**config.mk**
```make
export PLATFORM = sky130hd
export DESIGN_NAME = vga_capture_flat
export DESIGN_NICKNAME = d
export VERILOG_FILES = /design/src/rtl/vga_capture_if.sv /design/src/rtl/vga_capture.sv /design/src/flat_wrapper.sv
export SDC_FILE = /design/constraint.sdc
export NUM_CORES = 2
export LEC_CHECK = 0
export CORE_MARGIN = 1
export CORE_UTILIZATION = 45
export CTS_BUF_LIST = sky130_fd_sc_hd__clkbuf_8
export CTS_CLUSTER_DIAMETER = 80
export DETAILED_ROUTE_END_ITERATION = 10
export PLACE_DENSITY = 0.7
export SYNTH_ARGS = -nofsm -noshare
export SYNTH_HDL_FRONTEND = slang
export SYNTH_SLANG_ARGS = --single-unit
```
**constraint.sdc**
```tcl
create_clock -name clock -period 7.9 [get_ports clock]
set_input_delay 1.975 -clock clock [delete_from_list [all_inputs] [get_ports clock]]
set_output_delay 1.975 -clock clock [all_outputs]
set_load 0.02 [all_outputs]
```
**src/rtl/vga_capture_if.sv**
```systemverilog
// Video input bundle from the VGA timing generator into the board capture block.
interface vga_capture_if;
   logic hsync;
   logic vsync;
   logic in_display;
   logic vga_r;
   logic vga_g;
   logic vga_b;

   modport master (output hsync, vsync, in_display, vga_r, vga_g, vga_b);
   modport slave  (input  hsync, vsync, in_display, vga_r, vga_g, vga_b);
endinterface

```
**src/rtl/vga_capture.sv**
```systemverilog
// vga_capture: samples the centre pixel of each of the 10x20 board cells from a
// VGA pixel stream and commits a full grid once per complete frame.
// Optional feature macro: CAPTURE_CHECKSUM_EN (mod-256 sum of the committed grid).
module vga_capture #(
   parameter int unsigned BOARD_X0 = 240,
   parameter int unsigned BOARD_Y0 = 80,
   parameter int unsigned CELL_PX  = 16
) (
   input  logic         clock,
   input  logic         reset,
   vga_capture_if.slave vid,
   input  logic [3:0]   rd_col,
   input  logic [4:0]   rd_row,
   output logic [2:0]   rd_color,
   output logic         frame_valid,
   output logic [10:0]  frame_count,
   output logic         sync_error,
   output logic [7:0]   frame_checksum
);

   localparam int unsigned COLS  = 10;
   localparam int unsigned ROWS  = 20;
   localparam int unsigned CELLS = COLS * ROWS;
   localparam int unsigned CW    = 3;
   localparam int unsigned PW    = 10;
   localparam int unsigned IW    = 8;
   localparam int unsigned FW    = 11;
   localparam int unsigned SH    = $clog2(CELL_PX);
   localparam int unsigned HALF  = CELL_PX / 2;

   localparam logic [PW-1:0] X_LO  = PW'(BOARD_X0);
   localparam logic [PW-1:0] X_HI  = PW'(BOARD_X0 + COLS * CELL_PX);
   localparam logic [PW-1:0] Y_LO  = PW'(BOARD_Y0);
   localparam logic [PW-1:0] Y_HI  = PW'(BOARD_Y0 + ROWS * CELL_PX);
   localparam logic [PW-1:0] P_MAX = '1;

   typedef enum logic [0:0] {IDLE, CAPTURE} state_t;

   state_t          state_q, state_d;
   logic            hs_q, vs_q;
   logic            hs_fall_c, vs_fall_c;
   logic [PW-1:0]   x_q, x_d, y_q, y_d;
   logic [PW-1:0]   x_off_c, y_off_c;
   logic            line_act_q, line_act_d;
   logic [CELLS-1:0] flags_q;
   logic [CW-1:0]   cap_q  [CELLS];
   logic [CW-1:0]   grid_q [CELLS];
   logic [CW-1:0]   pix_c;
   logic            hit_c, sample_c, commit_c, error_c;
   logic [IW-1:0]   wr_idx_c, rd_idx_c;
   logic            frame_valid_q, sync_error_q;
   logic [FW-1:0]   frame_count_q;

   assign pix_c     = {vid.vga_r, vid.vga_g, vid.vga_b};
   assign hs_fall_c = hs_q & ~vid.hsync;
   assign vs_fall_c = vs_q & ~vid.vsync;

   // Pixel/line position counters; a line only advances y if it carried display pixels
   always_comb begin
      x_d        = x_q;
      y_d        = y_q;
      line_act_d = line_act_q;
      if (hs_fall_c)
         x_d = '0;
      else if (vid.in_display && x_q != P_MAX)
         x_d = x_q + PW'(1);
      if (vs_fall_c)
         y_d = '0;
      else if (hs_fall_c && line_act_q && y_q != P_MAX)
         y_d = y_q + PW'(1);
      if (hs_fall_c || vs_fall_c)
         line_act_d = 1'b0;
      else if (vid.in_display)
         line_act_d = 1'b1;
   end

   // Cell-centre hit detection and buffer index
   assign x_off_c  = x_q - X_LO;
   assign y_off_c  = y_q - Y_LO;
   assign hit_c    = (x_q >= X_LO) && (x_q < X_HI) && (y_q >= Y_LO) && (y_q < Y_HI)
                     && (x_off_c[SH-1:0] == SH'(HALF)) && (y_off_c[SH-1:0] == SH'(HALF));
   assign wr_idx_c = IW'(y_off_c >> SH) * IW'(COLS) + IW'(x_off_c >> SH);
   assign sample_c = (state_q == CAPTURE) && vid.in_display && hit_c;

   // Next state and commit/error decision at each vsync fall
   always_comb begin
      state_d  = state_q;
      commit_c = 1'b0;
      error_c  = 1'b0;
      case (state_q)
         IDLE: begin
            if (vs_fall_c) state_d = CAPTURE;
         end
         CAPTURE: begin
            if (vs_fall_c) begin
               if (&flags_q) commit_c = 1'b1;
               else          error_c  = 1'b1;
            end
         end
         default: state_d = IDLE;
      endcase
   end

   // State register
   always_ff @(posedge clock) begin
      if (reset) state_q <= IDLE;
      else       state_q <= state_d;
   end

   // Sync edges, counters, captured flags, committed grid and status outputs
   always_ff @(posedge clock) begin
      if (reset) begin
         hs_q          <= 1'b0;
         vs_q          <= 1'b0;
         x_q           <= '0;
         y_q           <= '0;
         line_act_q    <= 1'b0;
         flags_q       <= '0;
         frame_valid_q <= 1'b0;
         sync_error_q  <= 1'b0;
         frame_count_q <= '0;
         for (int i = 0; i < int'(CELLS); i++) grid_q[i] <= '0;
      end else begin
         hs_q          <= vid.hsync;
         vs_q          <= vid.vsync;
         x_q           <= x_d;
         y_q           <= y_d;
         line_act_q    <= line_act_d;
         frame_valid_q <= commit_c;
         sync_error_q  <= error_c;
         if (vs_fall_c)
            flags_q <= '0;
         else if (sample_c)
            flags_q[wr_idx_c] <= 1'b1;
         if (commit_c) begin
            frame_count_q <= frame_count_q + FW'(1);
            grid_q        <= cap_q;
         end
      end
   end

   // Capture buffer; contents only matter once every flag is set, so no reset
   always_ff @(posedge clock) begin
      if (sample_c) cap_q[wr_idx_c] <= pix_c;
   end

`ifdef CAPTURE_CHECKSUM_EN
   logic [7:0] sum_c, checksum_q;

   // Mod-256 sum of the frame about to be committed
   always_comb begin
      sum_c = '0;
      for (int i = 0; i < int'(CELLS); i++) sum_c = sum_c + 8'(cap_q[i]);
   end

   // Checksum register follows the committed grid
   always_ff @(posedge clock) begin
      if (reset)         checksum_q <= '0;
      else if (commit_c) checksum_q <= sum_c;
   end

   assign frame_checksum = checksum_q;
`else
   assign frame_checksum = 8'd0;
`endif

   assign rd_idx_c    = IW'(rd_row) * IW'(COLS) + IW'(rd_col);
   assign rd_color    = (rd_col < 4'd10 && rd_row < 5'd20) ? grid_q[rd_idx_c] : '0;
   assign frame_valid = frame_valid_q;
   assign sync_error  = sync_error_q;
   assign frame_count = frame_count_q;

endmodule
```
**src/flat_wrapper.sv**
```systemverilog
// flat-port wrapper written by rule: the top's interface ports become plain ports
module vga_capture_flat 
#(
   parameter int unsigned BOARD_X0 = 240,
   parameter int unsigned BOARD_Y0 = 80,
   parameter int unsigned CELL_PX  = 16
)
  (clock, reset, rd_col, rd_row, rd_color, frame_valid, frame_count, sync_error, frame_checksum, vid_hsync, vid_vsync, vid_in_display, vid_vga_r, vid_vga_g, vid_vga_b);
  vga_capture_if vid_i ();
  input  logic clock;
  input  logic reset;
  input  logic [3:0] rd_col;
  input  logic [4:0] rd_row;
  output logic [2:0] rd_color;
  output logic frame_valid;
  output logic [10:0] frame_count;
  output logic sync_error;
  output logic [7:0] frame_checksum;
  input wire logic [$bits(vid_i.hsync)-1:0] vid_hsync;
  input wire logic [$bits(vid_i.vsync)-1:0] vid_vsync;
  input wire logic [$bits(vid_i.in_display)-1:0] vid_in_display;
  input wire logic [$bits(vid_i.vga_r)-1:0] vid_vga_r;
  input wire logic [$bits(vid_i.vga_g)-1:0] vid_vga_g;
  input wire logic [$bits(vid_i.vga_b)-1:0] vid_vga_b;
  assign vid_i.hsync = vid_hsync;
  assign vid_i.vsync = vid_vsync;
  assign vid_i.in_display = vid_in_display;
  assign vid_i.vga_r = vid_vga_r;
  assign vid_i.vga_g = vid_vga_g;
  assign vid_i.vga_b = vid_vga_b;
  vga_capture #(.BOARD_X0(BOARD_X0), .BOARD_Y0(BOARD_Y0), .CELL_PX(CELL_PX)) u_core (.clock(clock), .reset(reset), .vid(vid_i), .rd_col(rd_col), .rd_row(rd_row), .rd_color(rd_color), .frame_valid(frame_valid), .frame_count(frame_count), .sync_error(sync_error), .frame_checksum(frame_checksum));
endmodule
```
==> flow_summary.toml <==
[run_status]
status = "completed"

[pwr]
p_sw_w = 0.003319
p_leak_nw = 19.69
seqPwrFrac = 0.531
p_comb_frac = 0.044
internal_power_w = 0.01123
vdd_drop_max_mv = 0.1335
p_sw_frac = 0.2281
clkPwrFrac = 0.425
p_per_area_mw_per_mm2 = 241.2

[clock_network]
clk_latency_ps = 930
cts_root_buf = "clkbuf_8"
cts_buffers = 217
path_clk_slew_ps = 60
cts_tree = "yes"
numClockSinks = 1437
clock_path_buffers = 3
holdBufCountCts = 0
htreeDepth = 4

[sta]
final_max_slew_viol_count = 0
final_hold_viol_count = 0
max_freq_mhz = 128.9
setup_viol_count_final = 0
slew_headroom = 0.1445
min_period_over_period = 0.9824
fin_skew_ps = 54.85
fin_crit_ps = 7761
tightest_slew_ps = 1280

[yosys]
avgSynthCellArea_um2 = 11.13
synth_enable_flop_cells = 600
synth_warnings = 0
synth_area_mm2 = 0.05370
synth_top_flop_cell = "dfxtp_1"
ys_ff_latch = 1437
yosysSeqAreaShare = 0.6476
synthArstFlopShare = 0
yosysUniqueCellTypes = 67
syn_inst = 4824

[job]
cap_violations = 0

[layout]
drive_gt1_frac = 0.1284
layout.cells.non_filler = 6575
synthToLayoutAreaGrowth_pct = 12.35
num-nets-final = 4898
utilization = 0.5102
fillerInstances = 10230
multi_input_area_mm2 = 0.01757
regArea_mm2 = 0.03477
fin_area_mm2 = 0.06033

[global_routing]
antenna_found_initial = 3
overflow = 0
grt_max_degree = 205
grt_pass1_wl_mm = 210.6
track_usage = 0.2253
grt_pass1_vias = 35420

[die]
rows = 126
die_x_um = 347.4
num_io_pins = 41
initial_utilization = 0.4541
die_height_um = 347.4
dieArea_mm2 = 0.1207
core_area_mm2 = 0.1182

[drt]
vias = 36990
route.detailed.drc = 0
drtIter0Drc = 4013
ant_nets = 0
wl_mm = 137.6
avgRoutedWirePerCell_um = 20.93
drt_pre_antenna_iters = 6
viasPerCell = 5.625

[place]
place_area_mm2 = 0.05569
port_buffers = 32
dpl.hpwl_mm = 80.23
dp_cells = 6160
gp_congestion = 0.9003

[worst_setup_path]
cp-end-kind = "primary output"
start_kind = "input port"
critPathArrivalTime_ps = 5790
worst-r2r-setup-slack_ps = 2050
worstPathMaxFanout = 17
required_ps = 5930
crit_type = "in2out"

[hold_path]
hp-class = "reg2reg"
-- path summary, 6_finish.rpt --
path         depth (start not counted)                            start                               to
max reg2reg                         13       u_core.y_q[4]$_SDFFE_PP0P_      u_core.cap_q[280]$_DFFE_PP_
min reg2reg                          2  u_core.grid_q[144]$_SDFFE_PP0P_  u_core.grid_q[144]$_SDFFE_PP0P_
max                                 13                        rd_row[0]                      rd_color[0]
min                                  2  u_core.grid_q[144]$_SDFFE_PP0P_  u_core.grid_q[144]$_SDFFE_PP0P_
-- worst max-delay path, stage by stage --
cell	delay [ps]
clkdlybuf4s50_1	390
buf_4	170
ha_4	170
fa_4	870
buf_6	260
mux4_2	340
mux2i_1	240
nand2_1	80
a311oi_1	410
o32a_1	250
o22ai_1	130
buf_4	170
dlygate4sd2_1	310
-- metal layers --
metal	up-vias	wire length, um	GRT usage
met5	-	26	0
met4	4	4057	0.08263
met3	246	10590	0.04157
met2	1391	64930	0.3576
met1	18390	57990	0.3084
li1	16960	-	-
-- per-stage QoR --
| step | hold WS, ps | setup WS [ps] | setup TNS, ps | total power [W] |
|---|---|---|---|---|
| detailed placement | 439.7 | -532.5 | -993.4 | 0.008495 |
| global route | 461.6 | -0.9743 | -0.9743 | 0.01501 |
| floorplan | 424.7 | 1102 | 0 | 0.008217 |
| global placement | 433.1 | -461.2 | -947.7 | 0.008489 |
| CTS | 447.9 | 26.06 | 0 | 0.01463 |
| finish | 446.7 | 139.3 | 0 | 0.01455 |
-- power groups by stage --
stage,Sequential (W),Clock (W),Combinational (W)
after floorplan,0.00789,0,0.000330
after global placement,0.00789,0,0.000602
after detailed placement,0.00789,0,0.000608
after CTS,0.00773,0.00628,0.000623
after global routing,0.00772,0.00661,0.000671
final,0.00773,0.00619,0.000637
-- layout make-up --
cell class	instances	area share
timing repair buffer	153	0.02451
clock inverter	150	0.01551
multi-input combinational	3023	0.2913
clock buffer	261	0.05954
sequential	1437	0.5764
antenna	1	0.00004148
tap	1536	0.03186
inverter	14	0.0008710
-- kinds of logic after synthesis --
group / Yosys count / synth area share
mux: 192 / 0.07414
other cells: 1 / 0.00006984
compound gates: 897 / 0.09439
xor+xnor: 41 / 0.007619
fa+ha+maj: 35 / 0.008715
simple gates: 1850 / 0.1384
flops: 1437 / 0.6476
buf+inv: 371 / 0.02906
-- state kept, by name, summed over array words and instances, names as in the netlist, 10 cells and up --
name	flops
u_core.grid_q	600
u_core.cap_q	600
u_core.frame_count	11
u_core.x_q	10
u_core.flags_q	200
u_core.y_q	10
-- cells in the mapped netlist (all sizes together), types with 8 or more instances --
cell    number  area, um2
a21o         9      67.56
a21oi      624       3123
a22o        88      770.7
and2         9      56.30
buf        110      580.6
clkbuf     247      927.1
dfxtp      837      16760
edfxtp     600      18020
ha          31      387.9
inv         14      52.55
mux2i       22      220.2
mux4       164       3694
nand2     1400       5255
nand3       43      215.2
nand4       68      425.4
nor2       228      855.8
nor2b       10      62.56
nor3        42      210.2
nor4        18      125.1
o21a        26      195.2
o21ai      102      510.5
or3          8      50.05
xnor2       19      173.9
xor2        19      166.4
-- timing repair --
item,4_1_cts,5_1_grt
buffers inserted,2,1
pin swaps,3,2
endpoints found under the setup margin,3,3
resized for setup,16,10
-- layout by cell type (no fill, tap or decap), types with 22 or more instances in the layout --
cell             synthesis  layout
mux4_2                 164     164
clkinv_2                 0      26
o21a_1                  26      26
nor3_1                  42      42
nand2_1               1400    1395
nand3_1                 43      40
clkbuf_8                 0     261
inv_1                   14      97
dfxtp_1                837     837
mux2i_1                 22      22
o21ai_0                102     102
a22o_1                  88      88
nand4_1                 68      68
ha_1                    31      30
edfxtp_1               600     600
clkdlybuf4s50_1          0      23
buf_4                   15      99
a21oi_1                624     624
nor2_1                 228     227
No activity file was read; power rests on OpenSTA's default activity.
